$ cat src/rtl/alu_cmd_sequencer.sv
// Issue stage for an 8-bit registered ALU: buffers commands in a small FIFO,
// fires one en pulse per legal command and returns result/flags on a valid/ready port.
module alu_cmd_sequencer #(
  parameter int N       = 8,
  parameter int DEPTH   = 4,
  parameter int ALU_LAT = 1
) (
  input  logic         clk,
  input  logic         rst_n,
  input  logic         cmd_valid,
  output logic         cmd_ready,
  input  logic [N-1:0] cmd_a,
  input  logic [N-1:0] cmd_b,
  input  logic [2:0]   cmd_op,
  output logic [N-1:0] alu_a,
  output logic [N-1:0] alu_b,
  output logic [2:0]   alu_op,
  output logic         alu_en,
  input  logic [N-1:0] alu_result,
  input  logic         alu_carry,
  input  logic         alu_zero,
  output logic         rsp_valid,
  input  logic         rsp_ready,
  output logic [N-1:0] rsp_result,
  output logic         rsp_carry,
  output logic         rsp_zero,
  output logic         rsp_illegal,
  output logic         busy
);

  localparam int AW = (DEPTH > 1) ? $clog2(DEPTH) : 1;
  localparam int CW = $clog2(DEPTH + 1);
  localparam int LW = $clog2(ALU_LAT + 1);
  localparam int FW = 2 * N + 3;

  typedef enum logic [1:0] {IDLE, ISSUE, WAIT, RESP} state_t;

  state_t         state_reg, state_next;
  logic [FW-1:0]  fifo_mem [DEPTH];
  logic [AW-1:0]  wr_ptr_reg, rd_ptr_reg;
  logic [CW-1:0]  count_reg, count_next;
  logic [LW-1:0]  lat_cnt_reg, lat_cnt_next;
  logic [N-1:0]   alu_a_reg, alu_a_next, alu_b_reg, alu_b_next;
  logic [2:0]     alu_op_reg, alu_op_next;
  logic           alu_en_reg, alu_en_next;
  logic           rsp_valid_reg, rsp_valid_next;
  logic [N-1:0]   rsp_result_reg, rsp_result_next;
  logic           rsp_carry_reg, rsp_carry_next;
  logic           rsp_zero_reg, rsp_zero_next;
  logic           rsp_illegal_reg, rsp_illegal_next;

  logic           push, pop, load, fifo_empty, head_legal;
  logic [N-1:0]   head_a, head_b;
  logic [2:0]     head_op;

  assign fifo_empty = (count_reg == '0);
  assign cmd_ready  = (count_reg != CW'(DEPTH));
  assign push       = cmd_valid && cmd_ready;
  assign pop        = load;
  assign {head_a, head_b, head_op} = fifo_mem[rd_ptr_reg];
  // Opcodes 110 and 111 are undefined in the ALU and are never enabled.
  assign head_legal = !(head_op[2] && head_op[1]);

  always_ff @(posedge clk) begin
    if (push) begin
      fifo_mem[wr_ptr_reg] <= {cmd_a, cmd_b, cmd_op};
    end
  end

  always_comb begin
    count_next = count_reg;
    case ({push, pop})
      2'b10:   count_next = count_reg + CW'(1);
      2'b01:   count_next = count_reg - CW'(1);
      default: count_next = count_reg;
    endcase
  end

  always_comb begin
    state_next       = state_reg;
    lat_cnt_next     = lat_cnt_reg;
    alu_a_next       = alu_a_reg;
    alu_b_next       = alu_b_reg;
    alu_op_next      = alu_op_reg;
    alu_en_next      = 1'b0;
    rsp_valid_next   = rsp_valid_reg;
    rsp_result_next  = rsp_result_reg;
    rsp_carry_next   = rsp_carry_reg;
    rsp_zero_next    = rsp_zero_reg;
    rsp_illegal_next = rsp_illegal_reg;
    load             = 1'b0;
    case (state_reg)
      IDLE: begin
        load = !fifo_empty;
      end
      ISSUE: begin
        // alu_en_reg is high here exactly when the issued opcode was legal.
        if (alu_en_reg) begin
          state_next   = WAIT;
          lat_cnt_next = LW'(ALU_LAT);
        end else begin
          state_next       = RESP;
          rsp_valid_next   = 1'b1;
          rsp_illegal_next = 1'b1;
          rsp_result_next  = '0;
          rsp_carry_next   = 1'b0;
          rsp_zero_next    = 1'b0;
        end
      end
      WAIT: begin
        lat_cnt_next = lat_cnt_reg - LW'(1);
        if (lat_cnt_reg == LW'(1)) begin
          state_next       = RESP;
          rsp_valid_next   = 1'b1;
          rsp_illegal_next = 1'b0;
          rsp_result_next  = alu_result;
          rsp_carry_next   = alu_carry;
          rsp_zero_next    = alu_zero;
        end
      end
      RESP: begin
        if (rsp_ready) begin
          rsp_valid_next = 1'b0;
          state_next     = IDLE;
          load           = !fifo_empty;
        end
      end
      default: state_next = IDLE;
    endcase
    if (load) begin
      state_next  = ISSUE;
      alu_a_next  = head_a;
      alu_b_next  = head_b;
      alu_op_next = head_op;
      alu_en_next = head_legal;
    end
  end

  always_ff @(posedge clk or negedge rst_n) begin
    if (!rst_n) begin
      state_reg       <= IDLE;
      wr_ptr_reg      <= '0;
      rd_ptr_reg      <= '0;
      count_reg       <= '0;
      lat_cnt_reg     <= '0;
      alu_a_reg       <= '0;
      alu_b_reg       <= '0;
      alu_op_reg      <= '0;
      alu_en_reg      <= 1'b0;
      rsp_valid_reg   <= 1'b0;
      rsp_result_reg  <= '0;
      rsp_carry_reg   <= 1'b0;
      rsp_zero_reg    <= 1'b0;
      rsp_illegal_reg <= 1'b0;
    end else begin
      state_reg       <= state_next;
      count_reg       <= count_next;
      lat_cnt_reg     <= lat_cnt_next;
      alu_a_reg       <= alu_a_next;
      alu_b_reg       <= alu_b_next;
      alu_op_reg      <= alu_op_next;
      alu_en_reg      <= alu_en_next;
      rsp_valid_reg   <= rsp_valid_next;
      rsp_result_reg  <= rsp_result_next;
      rsp_carry_reg   <= rsp_carry_next;
      rsp_zero_reg    <= rsp_zero_next;
      rsp_illegal_reg <= rsp_illegal_next;
      if (push) wr_ptr_reg <= wr_ptr_reg + AW'(1);
      if (pop)  rd_ptr_reg <= rd_ptr_reg + AW'(1);
    end
  end

  assign alu_a       = alu_a_reg;
  assign alu_b       = alu_b_reg;
  assign alu_op      = alu_op_reg;
  assign alu_en      = alu_en_reg;
  assign rsp_valid   = rsp_valid_reg;
  assign rsp_result  = rsp_result_reg;
  assign rsp_carry   = rsp_carry_reg;
  assign rsp_zero    = rsp_zero_reg;
  assign rsp_illegal = rsp_illegal_reg;
  assign busy        = (state_reg != IDLE) || !fifo_empty;

endmodule

$ cat config.mk
export PLATFORM = sky130hd
export DESIGN_NAME = alu_cmd_sequencer
export DESIGN_NICKNAME = d
export VERILOG_FILES = /design/src/rtl/alu_cmd_sequencer.sv
export SDC_FILE = /design/constraint.sdc
export NUM_CORES = 1
export LEC_CHECK = 0
export CAP_MARGIN = 20
export CORE_ASPECT_RATIO = 0.9
export CORE_UTILIZATION = 60
export DETAILED_ROUTE_END_ITERATION = 10
export DONT_BUFFER_PORTS = 1
export HOLD_SLACK_MARGIN = 0.03
export PLACE_DENSITY = 0.78
export SETUP_SLACK_MARGIN = 0.3
export SYNTH_ARGS = -nofsm -noshare
export SYNTH_HDL_FRONTEND = slang
export SYNTH_SLANG_ARGS = --single-unit
$ cat constraint.sdc
create_clock -name clk -period 2.9 [get_ports clk]
set_input_delay 0.29 -clock clk [delete_from_list [all_inputs] [get_ports clk]]
set_output_delay 0.29 -clock clk [all_outputs]
set_load 0.005 [all_outputs]
Word-level counts from Yosys, hierarchy flattened
Memories as Yosys holds them, arrays and structs flattened.
Index checks and enable logic that the tools add are counted.
- register bits after elaboration: 42
- bits of input ports: 33
- memory bits (writable): 76
- memories: 1
- output and inout bits: 34
- logic and storage cells: 75
- reduce and logical (&&, ||, !) cells: 16
- $add $sub $neg: 5
- muxes and demuxes: 27
- equality and inequality tests: 12
- memories (name ; depth ; width ; read ports ; clocked after memory_dff ; wr ports ; line ; text):
    fifo_mem ; 4 ; 19 ; 1 ; 0 ; 1 ; 39 ; logic [FW-1:0] fifo_mem [DEPTH];
- operators by type and width (operator ; count):
    $mux W8 ; 2
    $pmux W8 S2 ; 1
    $mux W1 ; 13
    $pmux W1 S2 ; 5
    $ne A3 B3 Y1 const B ; 3
    $ne A2 B2 Y1 const B ; 4
    $eq A2 B2 Y1 const B ; 3
    $mux W2 ; 3
    $pmux W2 S3 ; 1
    $pmux W3 S2 ; 1
    $reduce_and A3 Y1 ; 2
    $reduce_bool A2 Y1 ; 3
    $add A2 B1 Y2 const B ; 2
    $eq A2 B1 Y1 const B ; 2
    $reduce_and A4 Y1 ; 1
    $reduce_bool A4 Y1 ; 1
    $add A3 B1 Y3 const B ; 1
    $logic_not A3 Y1 ; 1
    $pmux W1 S3 ; 1
    $reduce_bool A3 Y1 ; 1
    $sub A3 B1 Y3 const B ; 1
    $logic_and A1 B1 Y1 ; 2
    $logic_not A1 Y1 ; 2
    $logic_not A2 Y1 ; 1
    3 further kinds ; 3

Longest topological paths before layout
Gate-level depths: netlist of the first run.
- depth in word-level cells: 6
- mapped depth: 11

Worst setup path after synthesis of the first run
No wires, ideal clock.
- path type: reg-to-reg
- start point: register state_reg[0]
- end point: register count_reg[2]
- data arrival time: 2.313 ns
- data required time: 2.821 ns
- setup slack: 0.508 ns
- path buffers: 1
- setup time: 0.079 ns
- clock period less this slack: 2.392 ns
- stages on the path, launching flop included: 11
- cell sequence: dfrtp_1 -> inv_1 -> ha_1 -> nor3_4 -> buf_6 -> ha_1 -> inv_1 -> fa_1 -> xor2_1 -> nor2_1 -> xor2_1
- word-level cells in the longest chain between the ends: 4
- RTL lines (item ; line ; text):
    start: declaration ; 38 ; state_t state_reg, state_next;
    start signal: assignment ; 156 ; state_reg <= state_next;
    $eq A2 B2 Y1 or $logic_not A2 Y1 (tied branches) ; 92 ; case (state_reg)
    $pmux W1 S2 (*) ; 92 ;
    named net load ; 52 ; logic push, pop, load, fifo_empty, head_legal;
    $eq A2 B1 Y1 or $eq A2 B2 Y1 (tied branches) ; 72 ; case ({push, pop})
    $pmux W3 S2 or $reduce_bool A2 Y1 (tied branches) ; - ;
    end signal: assignment ; 157 ; count_reg <= count_next;
    end: declaration ; 41 ; logic [CW-1:0] count_reg, count_next;
The timed path passes the listed nets; every way through them passes the cells marked *.
A chain may end at the register's enable or synchronous reset.

Worst setup path in the final report of the first run
- start point: register state_reg[0]
- end point: register count_reg[2]
- word-level cells in the longest chain between the ends: 4
- RTL lines (item ; line):
    $eq A2 B2 Y1 or $logic_not A2 Y1 (tied branches) ; 92
    $pmux W1 S2 (*) ; 92
    $eq A2 B1 Y1 or $eq A2 B2 Y1 (tied branches) ; 72
    $pmux W3 S2 or $reduce_bool A2 Y1 (tied branches) ; -
Mark *: on every way between the ends. The rest lies on a longest branch, timed or not.

==> reports/metrics.cfg, run 1 <==
[yosys]
synth_seq_area_share_pct=70.8
synthesis.area_sq_um=4710
syn_area_per_cell_sq_um=18.2
synth_flop_cell=edfxtp_1
async_reset_ff_share_pct=35.6
synth_cell_types=37
ys_ff_latch=118
synth-edff-count=76
synth_cells=258
yosysWarningCount=0
syn-num-nets=301

[floorplan]
die_x_um=95.4
io_pins=67
die_area_sq_um=8200
fp-row-count=30
start_util_pct=62.1
die_h_um=86.0
core-area_sq_um=7580

[sta]
relSlewSlack_pct=26.9
fin_worst_skew_ns=0.0114
finalCritPeriodShare_pct=80.3
fmax_mhz=429
fin_crit_ns=2.33
finalSetupViolCount=0
rsz0062_at_grt=false
hold_violations=0
worst_slew_pin_slew_ns=1.10
maxSlewViolCount=0
tns_ns=0

[status]
outcome=completed

[cts]
clock-sinks=118
clock_latency_ns=0.50
clock_tree.buffer_depth=2
htreeDepth=4
clockRootBuffer=clkbuf_8
clk_pin_slew_ns=0.06
tritoncts=built
cts_buffers=17

[power_and_ir_drop]
p_sw_mw=1.93
p_int_mw=4.87
power_switching_share_pct=28.4
power_per_cell_area_nw_per_um2=1170
pwr-share-clk_pct=33.8
peakVddDrop_v=0.000612
p_seq_share_pct=39.8
comb_power_share_pct=26.5
power.leakage_nw=2.24

[layout]
layout_common_cells=edfxtp_1 (76), dfrtp_1 (42), dlygate4sd3_1 (32)
drive_above_1_share_pct=24.1
largest_reg_flops=76
regMostFlops=fifo_mem
multi_input_area_sq_um=1240
layout_commonest_cell=edfxtp_1
fin_util_pct=76.9
fillCellCount=429
regArea_sq_um=3330
final_nets=350
area_growth_pct=23.9
n_antenna_cell=0

[place]
portBuffers=0
place_congestion=0.796
hpwl_mm=4.64

[grt]
grt_pass1_vias=2526
grt_pass1_wl_mm=13.0
antenna_found_initial=0
grt_usage_pct=22.4
grt_overflow=0
grt_max_degree=43

[setup_path]
worstPathMaxFanout=5
start_kind=flop
critical_path_arrival_ns=2.74
end_kind=flop
worstSetupPathType=flop to flop
crit_chain=inv_1 > ha_1 > nor3_4 > ha_1 > inv_1 > fa_1 > xor2_1 > nor2_1 > xor2_1
max_stage_delay_ns=0.41
cp.required_ns=3.31
crit_slowest_cell=dfrtp_1

[routing]
drt_wl_total_mm=8.30
avgRoutedWirePerCell_um=19.9
via_per_inst=5.70
drt_iter0_drc=122
drc=0
drtPass1Iterations=4
antenna_left=0
via_count=2373

[flow_run]
cap_violations=0

[hold_path]
min_path_type=input pin to flop

[worst max-delay path: cells and delay by family, from the launching register on]
kind / cells / cell delay [ns]
DFF: 1 / 0.41
buffers and inverters: 2 / 0.15
adders and majority gates: 3 / 0.97
xor gates and xnor gates: 2 / 0.36
and+or+nand+nor: 2 / 0.36
[kinds of logic after synthesis]
kind of cell / count (synthesis) / synth area share, %
AOI/OAI and AO/OA: 12 / 1.78
xor gates and xnor gates: 6 / 1.12
adders and majority gates: 10 / 2.82
buffers and inverters: 27 / 2.82
DFF: 118 / 70.8
muxes: 50 / 16.5
and+or+nand+nor: 35 / 4.17
[power by group through the flow]
stage                     combinational, mW  sequential, mW  clock (mW)
after CTS                              1.79            2.71        2.33
final                                  1.80            2.70        2.29
after global routing                   1.97            2.77        2.40
after global placement                 1.65            2.71           0
after detailed placement               1.69            2.74           0
after floorplan                        1.49            2.57           0
[per-stage QoR]
| step | cell area, sq um | hold WS, ns | instances | total power [mW] | setup slack [ns] |
|---|---|---|---|---|---|
| after global placement | 4790 | -0.00469 | 350 | 4.36 | 0.719 |
| final | 5830 | 0.158 | 416 | 6.80 | 0.571 |
| after detailed placement | 4790 | -0.00478 | 350 | 4.43 | 0.661 |
| after CTS | 5800 | 0.142 | 415 | 6.83 | 0.597 |
| after floorplan | 4710 | -0.00559 | 258 | 4.07 | 0.508 |
| after global routing | 5830 | 0.152 | 416 | 7.13 | 0.433 |
[path summary, 6_finish.rpt]
path / startpoint / endpoint / slack, ns / cells after the start
worst min register to register: alu_a[6] / alu_a[6] / 0.53 / 1
worst min-delay path: rsp_ready / state_reg[1] / 0.16 / 3
worst max register to register: state_reg[0] / count_reg[2] / 0.57 / 9
max in group asynchronous: rst_n / rd_ptr_reg[0] / 2.40 / 2
min in group asynchronous: rst_n / alu_b[1] / 0.28 / 2
worst max-delay path: state_reg[0] / count_reg[2] / 0.57 / 9
[timing repair]
action | 4_1_cts | 5_1_grt
buffers inserted | 0 | 0
hold buffers | 33 | 0
endpoints found under the hold margin | 130 | 0
gates resized for setup | 0 | 0
[area by class of cell]
type / instances / area share [%]
Timing Repair Buffer: 38 / 6.95
Clock buffer: 19 / 7.41
Inverter: 19 / 1.22
Tap cell: 96 / 2.06
Sequential cell: 118 / 57.2
Multi-Input combinational cell: 113 / 21.3
Clock inverter: 13 / 3.91
[synthesized netlist by cell type, types with 2 or more instances]
cell      number  share of area [%]
a21oi_1        3               0.32
and3_1         4               0.53
buf_6          4               0.96
clkbuf_1       3               0.24
dfrtp_1       42                 22
edfxtp_1      76                 48
ha_1           9                2.4
inv_1         19                1.5
mux2_2        17                4.1
mux2_4         2               0.64
mux2i_1       11                2.3
mux4_2        18                8.6
nand2_1       14                1.1
nand3_1        3               0.32
nor2_1         2               0.16
nor2b_1        3               0.40
nor3_1         2               0.21
o21ai_0        2               0.21
o31ai_1        2               0.32
xnor2_1        2               0.37
xor2_1         4               0.74
[per-layer routing]
metal  part of all wire (%)  global-route usage [%]  routed length, um  vias up
met5                      0                       0                  0        -
met4                   0.87                    7.85                 72        0
met3                    5.4                    8.16                445        6
met2                     53                    37.2               4420       71
met1                     40                    27.0               3360     1225
li1                       -                       -                  -     1071
No activity file was read; power rests on OpenSTA's default activity.
==> inputs of run 2 (changes only) <==
Clock period 2.9 ns to 2.3 ns, I/O delays scaled along.
==> reports/metrics.cfg, run 2 (synthesis gave the netlist of run 1 again) <==
[status]
outcome=completed

[cts]
clock_tree.buffer_depth=2
clockRootBuffer=clkbuf_8
clock_latency_ns=0.51
htreeDepth=4
clock-sinks=118
clk_pin_slew_ns=0.06
tritoncts=built
cts_buffers=17

[layout]
largest_reg_flops=76
stdcell_count=424
fin_util_pct=77.4
fillCellCount=440
final_area_sq_um=5870
area_growth_pct=24.8
final_nets=358
regMostFlops=fifo_mem
drive_above_1_share_pct=30.8
layout_commonest_cell=edfxtp_1
layout_common_cells=edfxtp_1 (76), dfrtp_1 (40), dlygate4sd3_1 (31)
n_antenna_cell=0

[place]
detailedPlace.worstSlack_ns=0.145
place_congestion=0.729
dpl.cell_count=351
placed_cell_area_sq_um=4870
hpwl_mm=4.71
portBuffers=0

[setup_path]
cp.required_ns=2.73
max_stage_delay_ns=0.43
startpoint=count_reg[1]
worstSetupPathType=flop to flop
start_kind=flop
critical_path_depth=9
rr_worst_depth=9
end_kind=flop
crit_slowest_cell=or3b_4
r2r_start=count_reg[1]
worstPathMaxFanout=6
crit_chain=or3b_4 > and2_4 > inv_2 > ha_4 > inv_2 > fa_2 > xor2_1 > nor2_1 > xor2_1
critical_path_arrival_ns=2.53
crit_family=simple AND/OR/NAND/NOR gates
cp.buffers_inverters=2

[routing]
via_count=2390
via_per_inst=5.64
drc=0
antenna_left=0
drt_wl_total_mm=8.21
drt_iter0_drc=103
avgRoutedWirePerCell_um=19.4
drtPass1Iterations=4

[hold_path]
hold_path_startpoint=cmd_valid
holdPathStages=3
min_path_type=input pin to flop

[floorplan]
die_area_sq_um=8200
fp-row-count=30
core-area_sq_um=7580
die_x_um=95.4
die_h_um=86.0
start_util_pct=62.1
io_pins=67

[sta]
hold_violations=0
whs_ns=0.0593
fmax_mhz=476
worst_slew_pin_slew_ns=1.02
finalSetupViolCount=0
fin_worst_skew_ns=0.00688
tns_ns=0
fin_ws_ns=0.201
relSlewSlack_pct=32.1
finalCritPeriodShare_pct=91.3
rsz0062_at_grt=true
maxSlewViolCount=0
fin_crit_ns=2.10

[power_and_ir_drop]
p_sw_mw=2.55
peakVddDrop_v=0.000897
p_int_mw=5.97
power_switching_share_pct=30.0
p_seq_share_pct=39.0
power_per_cell_area_nw_per_um2=1450
power.leakage_nw=2.23
pwr-share-clk_pct=30.5
comb_power_share_pct=30.6
total_power_mw=8.53

[grt]
grt_pass1_wl_mm=13.1
grt_pass1_vias=2536
grt_usage_pct=23.1
antenna_found_initial=0
grt_max_degree=43
grt_overflow=0

[flow_run]
cap_violations=0

==> run 2: cell count changes in the layout (fill, tap and decap cells not counted), moves of 4 or more <==
cell and change:
clkinvlp_4 +4, inv_2 +4, buf_4 +8, inv_1 -4
==> run 2: per-layer routing <==
layer  wire [um]  GRT usage, %  part of all wire, %  vias to the layer above
li1            -             -                    -                     1094
met2        4170          36.4                   51                       73
met3         430          8.69                  5.2                       23
met4         176          10.9                  2.1                        0
met1        3430          28.4                   42                     1200
met5           0             0                    0                        -
==> run 2: layout make-up <==
class / count / area (sq um) / share of cell area [%]
Sequential cell: 118 / 3340 / 56.8
Multi-Input combinational cell: 113 / 1290 / 22.1
Timing Repair Buffer: 46 / 459 / 7.82
Clock buffer: 17 / 414 / 7.05
Clock inverter: 15 / 176 / 3.00
Tap cell: 96 / 120 / 2.05
Inverter: 19 / 71.3 / 1.21
==> run 2: final timing paths <==
check | slack [ns] | to
hold reg to reg | 0.53 | alu_b[3]
min in group asynchronous | 0.24 | alu_b[6]
setup reg to reg | 0.20 | count_reg[2]
setup / recovery | 0.20 | count_reg[2]
max in group asynchronous | 1.83 | state_reg[0]
hold / removal | 0.06 | wr_ptr_reg[0]
==> run 2: power groups by stage <==
stage | combinational (mW) | clock [mW] | sequential (mW)
after floorplan | 1.98 | 0 | 3.26
after global placement | 2.28 | 0 | 3.38
after detailed placement | 2.36 | 0 | 3.41
after CTS | 2.62 | 2.64 | 3.34
after global routing | 2.84 | 2.74 | 3.41
final | 2.61 | 2.60 | 3.32
==> run 2: worst min-delay path, cell delays in order <==
cell and delay (ns):
and2_4 0.13, buf_4 0.11, xnor2_1 0.06
==> run 2: repair_timing <==
item,4_1_cts,5_1_grt
pin swaps,5,4
hold endpoints to repair,129,0
hold buffers,32,0
setup endpoints to repair,2,67
resized for setup,2,4
setup buffers,9,0
==> inputs of run 3 (changes only) <==
Settings changed: CTS_BUF_LIST set to sky130_fd_sc_hd__clkbuf_4 sky130_fd_sc_hd__clkbuf_8.
==> reports/metrics.cfg, run 3 (synthesis gave the netlist of run 1 again) <==
[floorplan]
die_h_um=86.0
die_x_um=95.4
fp-row-count=30
io_pins=67
core-area_sq_um=7580
die_area_sq_um=8200
start_util_pct=62.1

[setup_path]
crit_chain=inv_2 > ha_4 > nor3_4 > ha_4 > inv_2 > fa_2 > xor2_1 > nor2_1 > xor2_1
cp.buffers_inverters=2
worstSetupPathType=flop to flop
worstPathMaxFanout=5
end_kind=flop
max_stage_delay_ns=0.45
start_kind=flop
crit_slowest_cell=dfrtp_2
crit_family=adder cells
cp.required_ns=2.64
critical_path_arrival_ns=2.41

[routing]
drc=0
via_count=2340
avgRoutedWirePerCell_um=18.3
drtPass1Iterations=4
drt_wl_total_mm=7.76
antenna_left=0
via_per_inst=5.51
drt_iter0_drc=87

[hold_path]
min_path_type=input pin to flop

[cts]
clockRootBuffer=clkbuf_8
clock-sinks=118
cts_buffers=17
htreeDepth=4
tritoncts=built
clock_tree.buffer_depth=2
clock_latency_ns=0.42
clk_pin_slew_ns=0.07

[layout]
regMostFlops=fifo_mem
n_antenna_cell=0
largest_reg_flops=76
fillCellCount=451
multi_input_area_sq_um=1290
regArea_sq_um=3340
stdcell_count=425
drive_above_1_share_pct=30.7
layout_commonest_cell=edfxtp_1
area_growth_pct=21.0
final_nets=359
layout_common_cells=edfxtp_1 (76), dfrtp_1 (40), dlygate4sd3_1 (31)

[sta]
finalCritPeriodShare_pct=89.7
maxSlewViolCount=0
tns_ns=0
fin_ws_ns=0.238
relSlewSlack_pct=31.5
fin_worst_skew_ns=0.0101
fin_crit_ns=2.06
worst_slew_pin_slew_ns=1.03
fmax_mhz=485
rsz0062_at_grt=true
whs_ns=0.147
hold_violations=0
finalSetupViolCount=0

[status]
outcome=completed

[power_and_ir_drop]
power_per_cell_area_nw_per_um2=1370
peakVddDrop_v=0.000906
power.leakage_nw=2.15

[grt]
grt_pass1_wl_mm=12.4
use_met3_pct=9.40
grtUsageMet1_pct=26.8
grt_overflow=0
grt_usage_pct=21.6
antenna_found_initial=0
grt_pass1_vias=2473
grt-busiest-layer=met2
grt_use_met2_pct=34.2
grt_max_degree=43

[place]
hpwl_mm=4.71
portBuffers=0
dpl.cell_count=351
detailedPlace.worstSlack_ns=0.145
place_congestion=0.729

[flow_run]
cap_violations=0

## run 3: cell types whose count changed in the layout (fill, tap and decap cells not counted), sizes merged
cell	before	now
buf	15	16
## run 3: layout make-up
cell class | instances | share of cell area, %
Timing Repair Buffer | 47 | 8.13
Clock buffer | 17 | 4.11
Sequential cell | 118 | 58.6
Inverter | 19 | 1.25
Clock inverter | 15 | 3.10
Tap cell | 96 | 2.11
Multi-Input combinational cell | 113 | 22.7
## run 3: timing repair
action / CTS / global route
hold endpoints to repair: 129 / 0
buffers inserted: 4 / 6
setup endpoints to repair: 2 / 39
pin swaps: 4 / 6
gates resized for setup: 1 / 3
hold buffers: 32 / 0
## run 3: worst paths after layout
path,startpoint,to,slack (ns),cells after the start
min in group asynchronous,rst_n,rsp_zero,0.32,2
worst min-delay path,cmd_valid,wr_ptr_reg[0],0.15,3
max in group asynchronous,rst_n,state_reg[0],1.75,2
worst min register to register,alu_b[3],alu_b[3],0.53,1
worst max register to register,state_reg[0],count_reg[2],0.24,9
worst max-delay path,state_reg[0],count_reg[2],0.24,9
## run 3: per-layer routing
metal	routed length, um	share of wire (%)
met1	3230	42
met2	4010	52
met3	392	5.1
met4	129	1.7
met5	0	0
## run 3: metrics by stage
step	cell area (sq um)	power, mW	utilization [%]
after global placement	4870	5.65	64.2
after floorplan	4760	5.24	-
after global routing	5690	8.25	75.1
after detailed placement	4870	5.78	64.2
after CTS	5650	7.81	74.5
final	5690	7.81	75.1
## run 3: power breakdown
group          total, mW  switching (mW)  internal, mW
clock               1.91           0.837          1.07
sequential          3.33           0.375          2.95
combinational       2.58            1.20          1.37
## run 3: worst register-to-register path, stage by stage (launching register included)
cell	delay (ns)
dfrtp_2	0.45
inv_2	0.09
ha_4	0.22
nor3_4	0.24
ha_4	0.18
inv_2	0.04
fa_2	0.32
xor2_1	0.16
nor2_1	0.14
xor2_1	0.15
